===== src/rtl/alu_sched_if.sv =====
// alu_sched_if: requester, response and ALU-drive signals of the shared ALU
// scheduler. The scheduler connects through the slave modport. The master
// modport is the surrounding logic: the requesters plus the alu instance.
interface alu_sched_if;
   logic [1:0]  req_valid;
   logic [1:0]  req_ready;
   logic [15:0] req0_op1;
   logic [15:0] req0_op2;
   logic [4:0]  req0_opcode;
   logic        req0_cin;
   logic [15:0] req1_op1;
   logic [15:0] req1_op2;
   logic [4:0]  req1_opcode;
   logic        req1_cin;
   logic [1:0]  rsp_valid;
   logic [1:0]  rsp_ready;
   logic [15:0] rsp_result;
   logic [5:0]  rsp_flags;     // {cf,nf,af,of,pf,zf}
   logic [15:0] alu_op1;
   logic [15:0] alu_op2;
   logic [4:0]  alu_opcode;
   logic        alu_cin;
   logic [15:0] alu_out;
   logic [5:0]  alu_flags;     // {cf,nf,af,of,pf,zf}
   logic        busy;

   modport slave (
      input  req_valid, req0_op1, req0_op2, req0_opcode, req0_cin,
             req1_op1, req1_op2, req1_opcode, req1_cin,
             rsp_ready, alu_out, alu_flags,
      output req_ready, rsp_valid, rsp_result, rsp_flags,
             alu_op1, alu_op2, alu_opcode, alu_cin, busy
   );

   modport master (
      output req_valid, req0_op1, req0_op2, req0_opcode, req0_cin,
             req1_op1, req1_op2, req1_opcode, req1_cin,
             rsp_ready, alu_out, alu_flags,
      input  req_ready, rsp_valid, rsp_result, rsp_flags,
             alu_op1, alu_op2, alu_opcode, alu_cin, busy
   );
endinterface


===== src/rtl/alu_sched.sv =====
// alu_sched: round-robin scheduler for two requesters sharing one 16-bit ALU.
// The block runs IDLE (grant and latch), then EXEC (drive the ALU and capture
// its result), then RESP (hold the response until the owner takes it).
// Optional feature: ALU_SCHED_CARRY_CHAIN_EN keeps a carry register for each
// requester. ADC and SBB then take their carry-in from that register, so each
// requester can chain multi-word arithmetic without disturbing the other.
module alu_sched (
   input  logic       clk,
   input  logic       rst_n,
   alu_sched_if.slave bus
);

   typedef enum logic [1:0] {IDLE, EXEC, RESP} state_t;

   typedef struct packed {
      logic [15:0] op1;
      logic [15:0] op2;
      logic [4:0]  opcode;
      logic        cin;
   } op_t;

   state_t          state_q, state_d;
   op_t [1:0]       req_op;
   op_t             op_q;
   logic            gnt;       // requester chosen this cycle
   logic            gnt_q;     // owner of the in-flight operation
   logic            last_q;    // requester served most recently
   logic            accept;
   logic            rsp_done;
   logic [1:0]      req_ready_c;
   logic [15:0]     rsp_result_q;
   logic [5:0]      rsp_flags_q;
   logic            cin_eff;

   // Gather both requesters' fields so the grant can index them.
   always_comb begin
      req_op[0] = {bus.req0_op1, bus.req0_op2, bus.req0_opcode, bus.req0_cin};
      req_op[1] = {bus.req1_op1, bus.req1_op2, bus.req1_opcode, bus.req1_cin};
   end

   // Round-robin: a lone requester always wins; on a tie, the one not served last wins.
   always_comb begin
      gnt = ~last_q;
      case (bus.req_valid)
         2'b01:   gnt = 1'b0;
         2'b10:   gnt = 1'b1;
         default: gnt = ~last_q;
      endcase
   end

   // Next-state logic, plus the accept and release strobes.
   always_comb begin
      state_d     = state_q;
      req_ready_c = 2'b00;
      accept      = 1'b0;
      rsp_done    = 1'b0;
      unique case (state_q)
         IDLE: begin
            if (|bus.req_valid) begin
               req_ready_c[gnt] = 1'b1;
               accept           = 1'b1;
               state_d          = EXEC;
            end
         end
         EXEC: state_d = RESP;
         RESP: begin
            if (bus.rsp_ready[gnt_q]) begin
               rsp_done = 1'b1;
               state_d  = IDLE;
            end
         end
         default: state_d = IDLE;
      endcase
   end

   // Keep req_ready low while reset is asserted, even if a requester is presenting.
   always_comb bus.req_ready = rst_n ? req_ready_c : 2'b00;

   // State register.
   always_ff @(posedge clk or negedge rst_n) begin
      if (!rst_n) state_q <= IDLE;
      else        state_q <= state_d;
   end

   // Latch the granted operation and its owner at the accept.
   always_ff @(posedge clk or negedge rst_n) begin
      if (!rst_n) begin
         op_q  <= '0;
         gnt_q <= 1'b0;
      end else if (accept) begin
         op_q  <= req_op[gnt];
         gnt_q <= gnt;
      end
   end

   // Record the served requester when its response is consumed.
   always_ff @(posedge clk or negedge rst_n) begin
      if (!rst_n)        last_q <= 1'b1;
      else if (rsp_done) last_q <= gnt_q;
   end

   // Capture the ALU result at the end of EXEC. It stays stable through RESP.
   always_ff @(posedge clk or negedge rst_n) begin
      if (!rst_n) begin
         rsp_result_q <= '0;
         rsp_flags_q  <= '0;
      end else if (state_q == EXEC) begin
         rsp_result_q <= bus.alu_out;
         rsp_flags_q  <= bus.alu_flags;
      end
   end

`ifdef ALU_SCHED_CARRY_CHAIN_EN
   localparam logic [4:0] OPC_ADC = 5'b00101;
   localparam logic [4:0] OPC_SBB = 5'b00111;

   logic [1:0] carry_q;

   // The ADD/ADC/SUB/SBB group (00100-00111) updates the owner's carry from cf.
   always_ff @(posedge clk or negedge rst_n) begin
      if (!rst_n)
         carry_q <= 2'b00;
      else if (state_q == EXEC && op_q.opcode[4:2] == 3'b001)
         carry_q[gnt_q] <= bus.alu_flags[5];
   end

   // ADC and SBB chain through the stored carry. Other opcodes use the requester's cin.
   always_comb begin
      cin_eff = op_q.cin;
      if (op_q.opcode == OPC_ADC || op_q.opcode == OPC_SBB)
         cin_eff = carry_q[gnt_q];
   end
`else
   // Without carry chaining, the carry-in is always the requester's own cin.
   always_comb cin_eff = op_q.cin;
`endif

   // Drive the ALU only in EXEC. Outside EXEC, hold its inputs at zero.
   always_comb begin
      bus.alu_op1    = '0;
      bus.alu_op2    = '0;
      bus.alu_opcode = 5'b00000;
      bus.alu_cin    = 1'b0;
      if (state_q == EXEC) begin
         bus.alu_op1    = op_q.op1;
         bus.alu_op2    = op_q.op2;
         bus.alu_opcode = op_q.opcode;
         bus.alu_cin    = cin_eff;
      end
   end

   // Present the response to its owner only, and only while in RESP.
   always_comb begin
      bus.rsp_valid = 2'b00;
      if (state_q == RESP) bus.rsp_valid[gnt_q] = 1'b1;
      bus.rsp_result = rsp_result_q;
      bus.rsp_flags  = rsp_flags_q;
      bus.busy       = (state_q != IDLE);
   end

`ifndef SYNTHESIS
   // Handshake sanity: single grant, single response owner, no accept while busy.
   always_ff @(posedge clk) begin
      if (rst_n) begin
         assert ($onehot0(bus.req_ready));
         assert ($onehot0(bus.rsp_valid));
         assert (!(bus.busy && (bus.req_ready != 2'b00)));
      end
   end
`endif

endmodule


===== src/flat_wrapper.sv =====
// flat-port wrapper written by rule: the top's interface ports become plain ports
module alu_sched_flat 
  (clk, rst_n, bus_req_valid, bus_req0_op1, bus_req0_op2, bus_req0_opcode, bus_req0_cin, bus_req1_op1, bus_req1_op2, bus_req1_opcode, bus_req1_cin, bus_rsp_ready, bus_alu_out, bus_alu_flags, bus_req_ready, bus_rsp_valid, bus_rsp_result, bus_rsp_flags, bus_alu_op1, bus_alu_op2, bus_alu_opcode, bus_alu_cin, bus_busy);
  alu_sched_if bus_i ();
  input  logic clk;
  input  logic rst_n;
  input wire logic [$bits(bus_i.req_valid)-1:0] bus_req_valid;
  input wire logic [$bits(bus_i.req0_op1)-1:0] bus_req0_op1;
  input wire logic [$bits(bus_i.req0_op2)-1:0] bus_req0_op2;
  input wire logic [$bits(bus_i.req0_opcode)-1:0] bus_req0_opcode;
  input wire logic [$bits(bus_i.req0_cin)-1:0] bus_req0_cin;
  input wire logic [$bits(bus_i.req1_op1)-1:0] bus_req1_op1;
  input wire logic [$bits(bus_i.req1_op2)-1:0] bus_req1_op2;
  input wire logic [$bits(bus_i.req1_opcode)-1:0] bus_req1_opcode;
  input wire logic [$bits(bus_i.req1_cin)-1:0] bus_req1_cin;
  input wire logic [$bits(bus_i.rsp_ready)-1:0] bus_rsp_ready;
  input wire logic [$bits(bus_i.alu_out)-1:0] bus_alu_out;
  input wire logic [$bits(bus_i.alu_flags)-1:0] bus_alu_flags;
  output wire logic [$bits(bus_i.req_ready)-1:0] bus_req_ready;
  output wire logic [$bits(bus_i.rsp_valid)-1:0] bus_rsp_valid;
  output wire logic [$bits(bus_i.rsp_result)-1:0] bus_rsp_result;
  output wire logic [$bits(bus_i.rsp_flags)-1:0] bus_rsp_flags;
  output wire logic [$bits(bus_i.alu_op1)-1:0] bus_alu_op1;
  output wire logic [$bits(bus_i.alu_op2)-1:0] bus_alu_op2;
  output wire logic [$bits(bus_i.alu_opcode)-1:0] bus_alu_opcode;
  output wire logic [$bits(bus_i.alu_cin)-1:0] bus_alu_cin;
  output wire logic [$bits(bus_i.busy)-1:0] bus_busy;
  assign bus_i.req_valid = bus_req_valid;
  assign bus_i.req0_op1 = bus_req0_op1;
  assign bus_i.req0_op2 = bus_req0_op2;
  assign bus_i.req0_opcode = bus_req0_opcode;
  assign bus_i.req0_cin = bus_req0_cin;
  assign bus_i.req1_op1 = bus_req1_op1;
  assign bus_i.req1_op2 = bus_req1_op2;
  assign bus_i.req1_opcode = bus_req1_opcode;
  assign bus_i.req1_cin = bus_req1_cin;
  assign bus_i.rsp_ready = bus_rsp_ready;
  assign bus_i.alu_out = bus_alu_out;
  assign bus_i.alu_flags = bus_alu_flags;
  assign bus_req_ready = bus_i.req_ready;
  assign bus_rsp_valid = bus_i.rsp_valid;
  assign bus_rsp_result = bus_i.rsp_result;
  assign bus_rsp_flags = bus_i.rsp_flags;
  assign bus_alu_op1 = bus_i.alu_op1;
  assign bus_alu_op2 = bus_i.alu_op2;
  assign bus_alu_opcode = bus_i.alu_opcode;
  assign bus_alu_cin = bus_i.alu_cin;
  assign bus_busy = bus_i.busy;
  alu_sched u_core (.clk(clk), .rst_n(rst_n), .bus(bus_i));
endmodule

===== config.mk =====
export PLATFORM = sky130hd
export DESIGN_NAME = alu_sched_flat
export DESIGN_NICKNAME = d
export VERILOG_FILES = /design/src/rtl/alu_sched_if.sv /design/src/rtl/alu_sched.sv /design/src/flat_wrapper.sv
export SDC_FILE = /design/constraint.sdc
export NUM_CORES = 1
export LEC_CHECK = 0
export ABC_AREA = 1
export CAP_MARGIN = 40
export CORE_MARGIN = 1.5
export CORE_UTILIZATION = 40
export DETAILED_ROUTE_END_ITERATION = 8
export DONT_BUFFER_PORTS = 1
export GPL_ROUTABILITY_DRIVEN = 1
export MAX_ROUTING_LAYER = met4
export PLACE_DENSITY_LB_ADDON = 0.25
export RECOVER_POWER = 50
export SLEW_MARGIN = 40
export SYNTH_ARGS = -nofsm -noshare
export SYNTH_HDL_FRONTEND = slang
export SYNTH_SLANG_ARGS = --single-unit

===== constraint.sdc =====
create_clock -name clk -period 3.2 [get_ports clk]
set_clock_uncertainty 0.1 [all_clocks]
set_input_delay 0.32 -clock clk [delete_from_list [all_inputs] [get_ports clk]]
set_output_delay 0.32 -clock clk [all_outputs]
set_load 0.01 [all_outputs]

==> results of run 1 <==
per-stage QoR:
| stage | util, % | std cells | power, mW | instance area, um2 |
|---|---|---|---|---|
| after floorplan | - | 538 | 2.76 | 3640 |
| after global placement | 41.6 | 624 | 2.99 | 3640 |
| after detailed placement | 41.6 | 624 | 3.02 | 3640 |
| after CTS | 44.8 | 642 | 3.90 | 3930 |
| after global routing | 44.5 | 642 | 4.20 | 3900 |
| final | 44.5 | 642 | 3.83 | 3900 |
final timing paths:
path | to | cells past startpoint | slack, ns | startpoint
worst max register to register | u_core.op_q[4]$_DFFE_PN0P_ | 6 | 1.21 | u_core.state_q[1]$_DFFE_PN0P_
worst max-delay path | bus_req_ready[1] | 5 | 0.79 | u_core.state_q[1]$_DFFE_PN0P_
max in group asynchronous | u_core.op_q[7]$_DFFE_PN0P_ | 2 | 1.22 | rst_n
worst min-delay path | u_core.bus.rsp_result[0]$_DFFE_PN0N_ | 2 | 0.03 | bus_alu_out[0]
min in group asynchronous | u_core.bus.rsp_result[2]$_DFFE_PN0N_ | 2 | 0.83 | rst_n
worst min register to register | u_core.op_q[36]$_DFFE_PN0P_ | 2 | 0.38 | u_core.op_q[36]$_DFFE_PN0P_
area by class of cell:
class / count / area (um2)
inverter: 124 / 465
tap: 108 / 135
clock inverter: 7 / 120
timing repair buffer: 11 / 82.6
clock buffer: 9 / 124
multi-input combinational: 319 / 1370
fill: 921 / 4860
sequential: 64 / 1600
synth_stat cells:
cell type    n
inv_2        4
nand2_2      1
buf_6        7
ha_1         3
dfstp_2      1
dfrtp_1     63
nand2_1    169
nor2_1      42
nand3b_4     1
nand3_1     98
buf_4        5
o21ai_0      4
buf_2       14
inv_1      120
clkbuf_1     3
nor3_1       1
buf_1        2
state kept, by name (all words and copies together), names as in the netlist:
| name | count |
|---|---|
| u_core.gnt_q | 1 |
| u_core.last_q | 1 |
| u_core.cin_eff | 1 |
| u_core.op_q | 37 |
| u_core.bus.rsp_result | 16 |
| u_core.state_q | 2 |
| u_core.bus.rsp_flags | 6 |
power by group through the flow:
| stage | sequential [mW] | clock (mW) | combinational [mW] |
|---|---|---|---|
| after floorplan | 1.47 | 0 | 1.29 |
| after global placement | 1.53 | 0 | 1.45 |
| after detailed placement | 1.54 | 0 | 1.48 |
| after CTS | 1.53 | 0.861 | 1.50 |
| after global routing | 1.58 | 0.894 | 1.73 |
| final | 1.53 | 0.835 | 1.47 |
what timing repair did:
action | 4_1_cts | 5_1_grt
endpoints found under the hold margin | 64 | 0
setup buffers | 0 | 0
endpoints found under the setup margin | 0 | 0
hold buffers | 2 | 0
per-layer routing:
metal  track usage, %  part of all wire [%]
met5                -                     0
met4             6.72                   1.0
met1             22.8                    45
met3             4.61                   7.9
met2             28.7                    46
worst register-to-register path, stage by stage (launching register included):
cell and delay, ns:
dfrtp_1 0.37, inv_2 0.32, nand3b_4 0.30, inv_2 0.29, buf_4 0.34, nand3_1 0.14, nand2_1 0.07
cells by family (layout without fill, tap and decap cells):
| kind of cell | after synthesis | in the layout | synth area share (%) |
|---|---|---|---|
| AOI/OAI and AO/OA | 4 | 4 | 0.549 |
| adders and majority gates | 3 | 3 | 1.03 |
| buffers and inverters | 155 | 151 | 18.4 |
| DFF | 64 | 64 | 44.0 |
| and+or+nand+nor | 312 | 312 | 36.0 |
==> impl_metrics.yaml, run 1 <==
yosys:
  synth_cell_type_count: 17
  synth.cell_area_um2: 3640
  synth_area_leader_cell: "dfrtp_1"
  syn_inst: 538
  synth.area.top_cells: "dfrtp_1 (43%), nand2_1 (17%), nand3_1 (13%)"
  syn_avg_cell_area_um2: 6.77
  yosysWarnings: 0
  synth_seq_area_share_pct: 44.0
  ys_seq_elements: 64
  yosysTopAreaCellShare_pct: 43.3
  synthesis.nets: 645
final_layout:
  final_cell_mix: "nand2_1 (169), inv_1 (120), nand3_1 (98)"
  final_common_cell: "nand2_1"
  n_antenna_cell: 0
  synthToLayoutAreaGrowth_pct: 7.04
  fin_nets: 636
  drive_above_1_share_pct: 6.18
placed_design:
  gp_congestion: 0.819
  place_hpwl_um: 5960
  port_buffers: 0
  pre_cts_slack_ns: 1.11
timing:
  slew_headroom_pct: -3.59
  worst-slew-pin-transition_ns: 1.55
  slew_violations: 65
  post-route-period-util_pct: 75.3
  fmax_mhz: 415
  holdWs_ns: 0.0320
  period_minus_slack_ns: 2.41
  tns_ns: 0
  setup_viol: 0
  grt_setup_unrepaired: "no"
  hold_viol: 0
  setup_slack_ns: 0.790
clocking:
  cts_tree: "yes"
  clock_latency_ns: 0.33
  cts-root-buf: "clkbuf_8"
  cts_sinks: 64
  cts_buffer_depth: 2
  htree_num_levels: 3
  cts.clk_slew.worst_paths_ns: 0.07
  cts_buffers: 9
  cts_resized: 0
global_route:
  grt_pass1_vias: 2954
  grt_max_degree: 65
  antenna_found_initial: 0
  gr-total-overflow: 0
  grt.total_usage_pct: 18.3
  grt_pass1_wl_um: 13800
detailed_routing:
  drtIter0Drc: 139
  avgViaCountPerCell: 4.88
  firstDrtPassIters: 4
  drt_wl_total_um: 8420
  wire_per_inst_um: 13.1
  postRouteAntennaNets: 0
  num_vias: 3130
  drc: 0
die:
  die-area_um2: 9690
  placementRows: 34
  die_x_um: 98.5
  io_pins: 169
  core_area_um2: 8760
  die_h_um: 98.5
  start_util_pct: 41.6
power_and_ir_drop:
  ir_drop_mv: 0.382
  switching_power_mw: 1.65
  swShare_pct: 42.9
  p_comb_share_pct: 38.3
  p_per_area_nw_per_um2: 983
  power_frac_seq_pct: 39.9
  clockPowerShare_pct: 21.8
  p_leak_nw: 2.38
  p_int_mw: 2.19
status:
  status: "finished, violations left"
  failed_checks: "max-capacitance violations, max-slew violations"
setup_path:
  crit_top_cell: "buf_4"
  required_ns: 2.78
  critPathTopFamily: "buffers and inverters"
  worstPathArrival_ns: 1.99
  startpoint_type: "register"
  worstPathCellList: "inv_2, nand3b_4, buf_4, nor3_1, buf_4"
  critPathBufInv: 3
  crit_path_max_fanout: 26
  end_kind: "output port"
  cp_slowest_cell: "dfrtp_1"
  critPathMaxStageDelay_ns: 0.37
  critical_path_class: "reg -> out"
min_path:
  hp-class: "in -> reg"
flow_run:
  maxCapViolations: 1
Note: power is estimated with default switching activity, not from simulation.
==> inputs of run 2 (changes only) <==
clock period = 2.2 ns   (was 3.2 ns; I/O delays follow)
==> run 2 against run 1 <==
Net effect: the flow now finishes without violations; critical path type unchanged; flip-flop and latch count stayed put; first-iteration DRC count fell by 29%; highest routed layer unchanged; combinational power increased by 53%; critical endpoint is now bus_alu_op1[4].
==> impl_metrics.yaml, run 2 (synthesis gave the netlist of run 1 again) <==
status:
  status: "finished clean"
setup_path:
  rrSetupSlack_ns: 0.47
  required_ns: 1.88
  end_kind: "output port"
  critical_path_class: "reg -> out"
  worstPathArrival_ns: 1.72
  startpoint_type: "register"
  crit_path_max_fanout: 37
global_route:
  grt.total_usage_pct: 19.4
  grt_pass1_vias: 3307
  grt_pass1_wl_um: 14700
  grt_max_degree: 65
  antenna_found_initial: 0
  gr-total-overflow: 0
timing:
  setup_viol: 0
  setup_slack_ns: 0.157
  holdWs_ns: 0.0155
  worst-slew-pin-transition_ns: 1.40
  fmax_mhz: 490
  grt_setup_unrepaired: "no"
  tns_ns: 0
  period_minus_slack_ns: 2.04
  post-route-period-util_pct: 92.8
  hold_viol: 0
  slew_headroom_pct: 6.40
  slew_violations: 0
power_and_ir_drop:
  ir_drop_mv: 0.607
  p_leak_nw: 2.59
  p_per_area_nw_per_um2: 1270
  power.total_mw: 5.61
placed_design:
  dp.cells: 626
  place_area_um2: 3660
  pre_cts_slack_ns: 0.499
  place_hpwl_um: 5860
  port_buffers: 0
  gp_congestion: 0.826
clocking:
  cts-root-buf: "clkbuf_8"
  clock_latency_ns: 0.33
  cts_buffers: 9
  cts_buffer_depth: 2
  cts.clk_slew.worst_paths_ns: 0.07
  cts_tree: "yes"
  htree_num_levels: 3
  cts_sinks: 64
detailed_routing:
  drt_wl_total_um: 9170
  postRouteAntennaNets: 0
  avgViaCountPerCell: 4.86
  num_vias: 3372
  firstDrtPassIters: 6
  drtIter0Drc: 99
  wire_per_inst_um: 13.2
  drc: 0
flow_run:
  maxCapViolations: 0
die:
  die_h_um: 98.5
  io_pins: 169
  placementRows: 34
  die-area_um2: 9690
  core_area_um2: 8760
  die_x_um: 98.5
  start_util_pct: 41.6
final_layout:
  fin_util_pct: 50.3
  final_cell_mix: "nand2_1 (168), inv_1 (120), nand3_1 (98)"
  n_antenna_cell: 0
  fin_nets: 689
  regMostFlops: "u_core.op_q"
  postLayoutCellArea_um2: 4410
  final_common_cell: "nand2_1"
  fin_cells: 694
  drive_above_1_share_pct: 5.80
  largest_reg_flops: 37
  synthToLayoutAreaGrowth_pct: 20.9
min_path:
  hp-class: "in -> reg"
run 2: cell types whose count changed in the layout (fill, tap and decap cells not counted), sizes merged:
| cell | change |
|---|---|
| buf | +3 |
| bufinv | -1 |
| clkbuf | +2 |
| clkinv | -2 |
| clkinvlp | -1 |
| dlygate4sd3 | +51 |
run 2: report_power, final:
part	internal, mW	switching (mW)
logic	0.723	1.53
registers	1.78	0.446
clock network	0.693	0.437
run 2: final cells by class:
class | instances | area (um2)
Clock inverter | 3 | 65.1
Multi-Input combinational cell | 319 | 1370
Sequential cell | 64 | 1600
Tap cell | 108 | 135
Inverter | 124 | 465
Fill cell | 847 | 4360
Timing Repair Buffer | 64 | 608
Clock buffer | 12 | 155
run 2: what timing repair did:
action | 4_1_cts | 5_1_grt
endpoints found under the setup margin | 0 | 0
buffers inserted | 0 | 0
resized for setup | 0 | 0
hold buffers | 53 | 0
endpoints found under the hold margin | 114 | 0
run 2: worst max-delay path, cell delays in order (launching register included):
cell	delay, ns
dfrtp_1	0.37
inv_2	0.37
nand2_2	0.09
buf_4	0.28
nor2_1	0.27
run 2: routing by layer:
layer	routed length, um	vias to the layer above	global-route usage [%]
li1	-	1659	-
met1	4020	1542	23.8
met2	4330	152	31.6
met3	619	19	3.90
met4	204	0	7.91
met5	0	-	-
run 2: final timing paths:
| path | from | to | cells past startpoint |
|---|---|---|---|
| max | u_core.state_q[1]$_DFFE_PN0P_ | bus_alu_op1[4] | 4 |
| min | bus_req0_op1[3] | u_core.op_q[25]$_DFFE_PN0P_ | 4 |
| min reg2reg | u_core.op_q[29]$_DFFE_PN0P_ | u_core.op_q[29]$_DFFE_PN0P_ | 2 |
| max in group asynchronous | rst_n | u_core.op_q[4]$_DFFE_PN0P_ | 2 |
| min in group asynchronous | rst_n | u_core.bus.rsp_flags[5]$_DFFE_PN0N_ | 2 |
| max reg2reg | u_core.state_q[1]$_DFFE_PN0P_ | u_core.op_q[1]$_DFFE_PN0P_ | 6 |
==> RTL change: new RTL, flow settings as in run 2 <==
Re-encode `state_t` (3 states) as one-hot, 3 bits wide.
--- a/src/rtl/alu_sched.sv
+++ b/src/rtl/alu_sched.sv
@@ -10,7 +10,7 @@
    alu_sched_if.slave bus
 );
 
-   typedef enum logic [1:0] {IDLE, EXEC, RESP} state_t;
+   typedef enum logic [2:0] {IDLE = 3'b001, EXEC = 3'b010, RESP = 3'b100} state_t;
 
    typedef struct packed {
       logic [15:0] op1;
Behaviour: no difference found for any inputs over 10 cycles, from zero or initial values and one cycle with rst_n low; not proved beyond that.
==> RTL change against run 2 <==
  * Clock power is 9% lower
  * Critical path depth is 2 higher
  * Design area is 0.94% higher
  * Routed wire length is 0.85% higher
  * Sequential share of layout area is 0.25 points higher
  * Area after synthesis is 0.38% lower
  * Power is 4.9% lower
  * Sequential cell count is 1 higher
  * Setup slack worse by 0.043 ns
  * Critical endpoint is now u_core.op_q[12]$_DFFE_PN0P_
  * Largest cell class unchanged
  * Highest routed layer unchanged
==> RTL change: results (changes against run 2) <==
dp.cells: 605  # -3.4%
hpwlAfterDp_um: 6050  # +3.1%
outcome: "completed"
ir_drop_mv: 0.455  # -25%
worstPathMaxFanout: 32  # -14%
grt_start_max_net_pins: 66  # +1.5%
syn_inst: 510  # -5.2%
clk-power_uw: 1030  # -9%
slowest_delay_ns: 0.55  # +0.18 ns
yosys-top-cells-area: "dfrtp_1 (43%), nand2_1 (16%), inv_1 (12%)"
min_from: "bus_req0_opcode[1]"
firstDrtPassIters: 4  # -2
wire_per_inst_um: 13.8  # +4.2%
min_to: "u_core.op_q[2]$_DFFE_PN0P_"
place.gp.congestion: 0.771  # -6.7%
grt_use_met1_pct: 25.2  # +1.5 points
r2r_slack_ns: 0.11  # -0.36 ns
comb_cell_power_uw: 2050  # -9%
use_met3_pct: 5.01  # +1.1 points
pre_cts_slack_ns: 0.583  # +0.0837 ns
netlist_top_cells_count: "nand2_1 (153), inv_1 (113), dfrtp_1 (63), nand3_1 (40), nor2_1 (40)"
power.internal_uw: 3110  # -2.7%
syn_nets: 617  # -4.3%
drive_above_1_share_pct: 6.56  # +0.76 points
wl_um: 9250  # +0.85%
[RTL change: logic make-up after synthesis]
logic type               after synthesis  share of synthesized area [%]
AO/OA/AOI/OAI                         25                           3.45
adder cells (fa/ha/maj)                3                           1.03
buffers and inverters                142                           16.6
flip-flops                            65                           44.9
AND/OR/NAND/NOR                      275                           34.0
[RTL change: worst max path at each step]
stage                                   from                     endpoint  cells past startpoint
6_report       u_core.state_q[0]$_DFFE_PN1P_  u_core.op_q[12]$_DFFE_PN0P_                      6
5_1_grt        u_core.state_q[0]$_DFFE_PN1P_  u_core.op_q[12]$_DFFE_PN0P_                      6
4_1_cts        u_core.state_q[0]$_DFFE_PN1P_  u_core.op_q[12]$_DFFE_PN0P_                      6
3_5_place_dp                bus_req_valid[0]  u_core.op_q[11]$_DFFE_PN0P_                      9
3_3_place_gp                bus_req_valid[0]  u_core.op_q[31]$_DFFE_PN0P_                      9
2_1_floorplan               bus_req_valid[0]             bus_req_ready[1]                      7
[RTL change: layer usage]
metal,share of wire (%),routed length [µm]
met3,6.9,634
met5,0,0
met1,45,4130
met2,47,4370
met4,1.3,124
[RTL change: what timing repair did]
action                                  4_1_cts  5_1_grt
hold buffers                                 51        0
endpoints found under the setup margin        0        0
hold endpoints to repair                    113        0
[RTL change: stage by stage]
stage / util, % / cell area (µm²)
6_report: 50.7 / 4450
5_1_grt: 50.7 / 4450
4_1_cts: 51.1 / 4470
3_5_place_dp: 42.7 / 3740
3_3_place_gp: 42.7 / 3740
2_1_floorplan: - / 3630
[RTL change: layout make-up]
type	count	area share [%]
Clock buffer	10	3.10
Clock inverter	6	1.49
Inverter	113	9.54
Multi-Input combinational cell	303	31.6
Sequential cell	65	36.6
Tap cell	108	3.04
Timing Repair Buffer	67	14.6
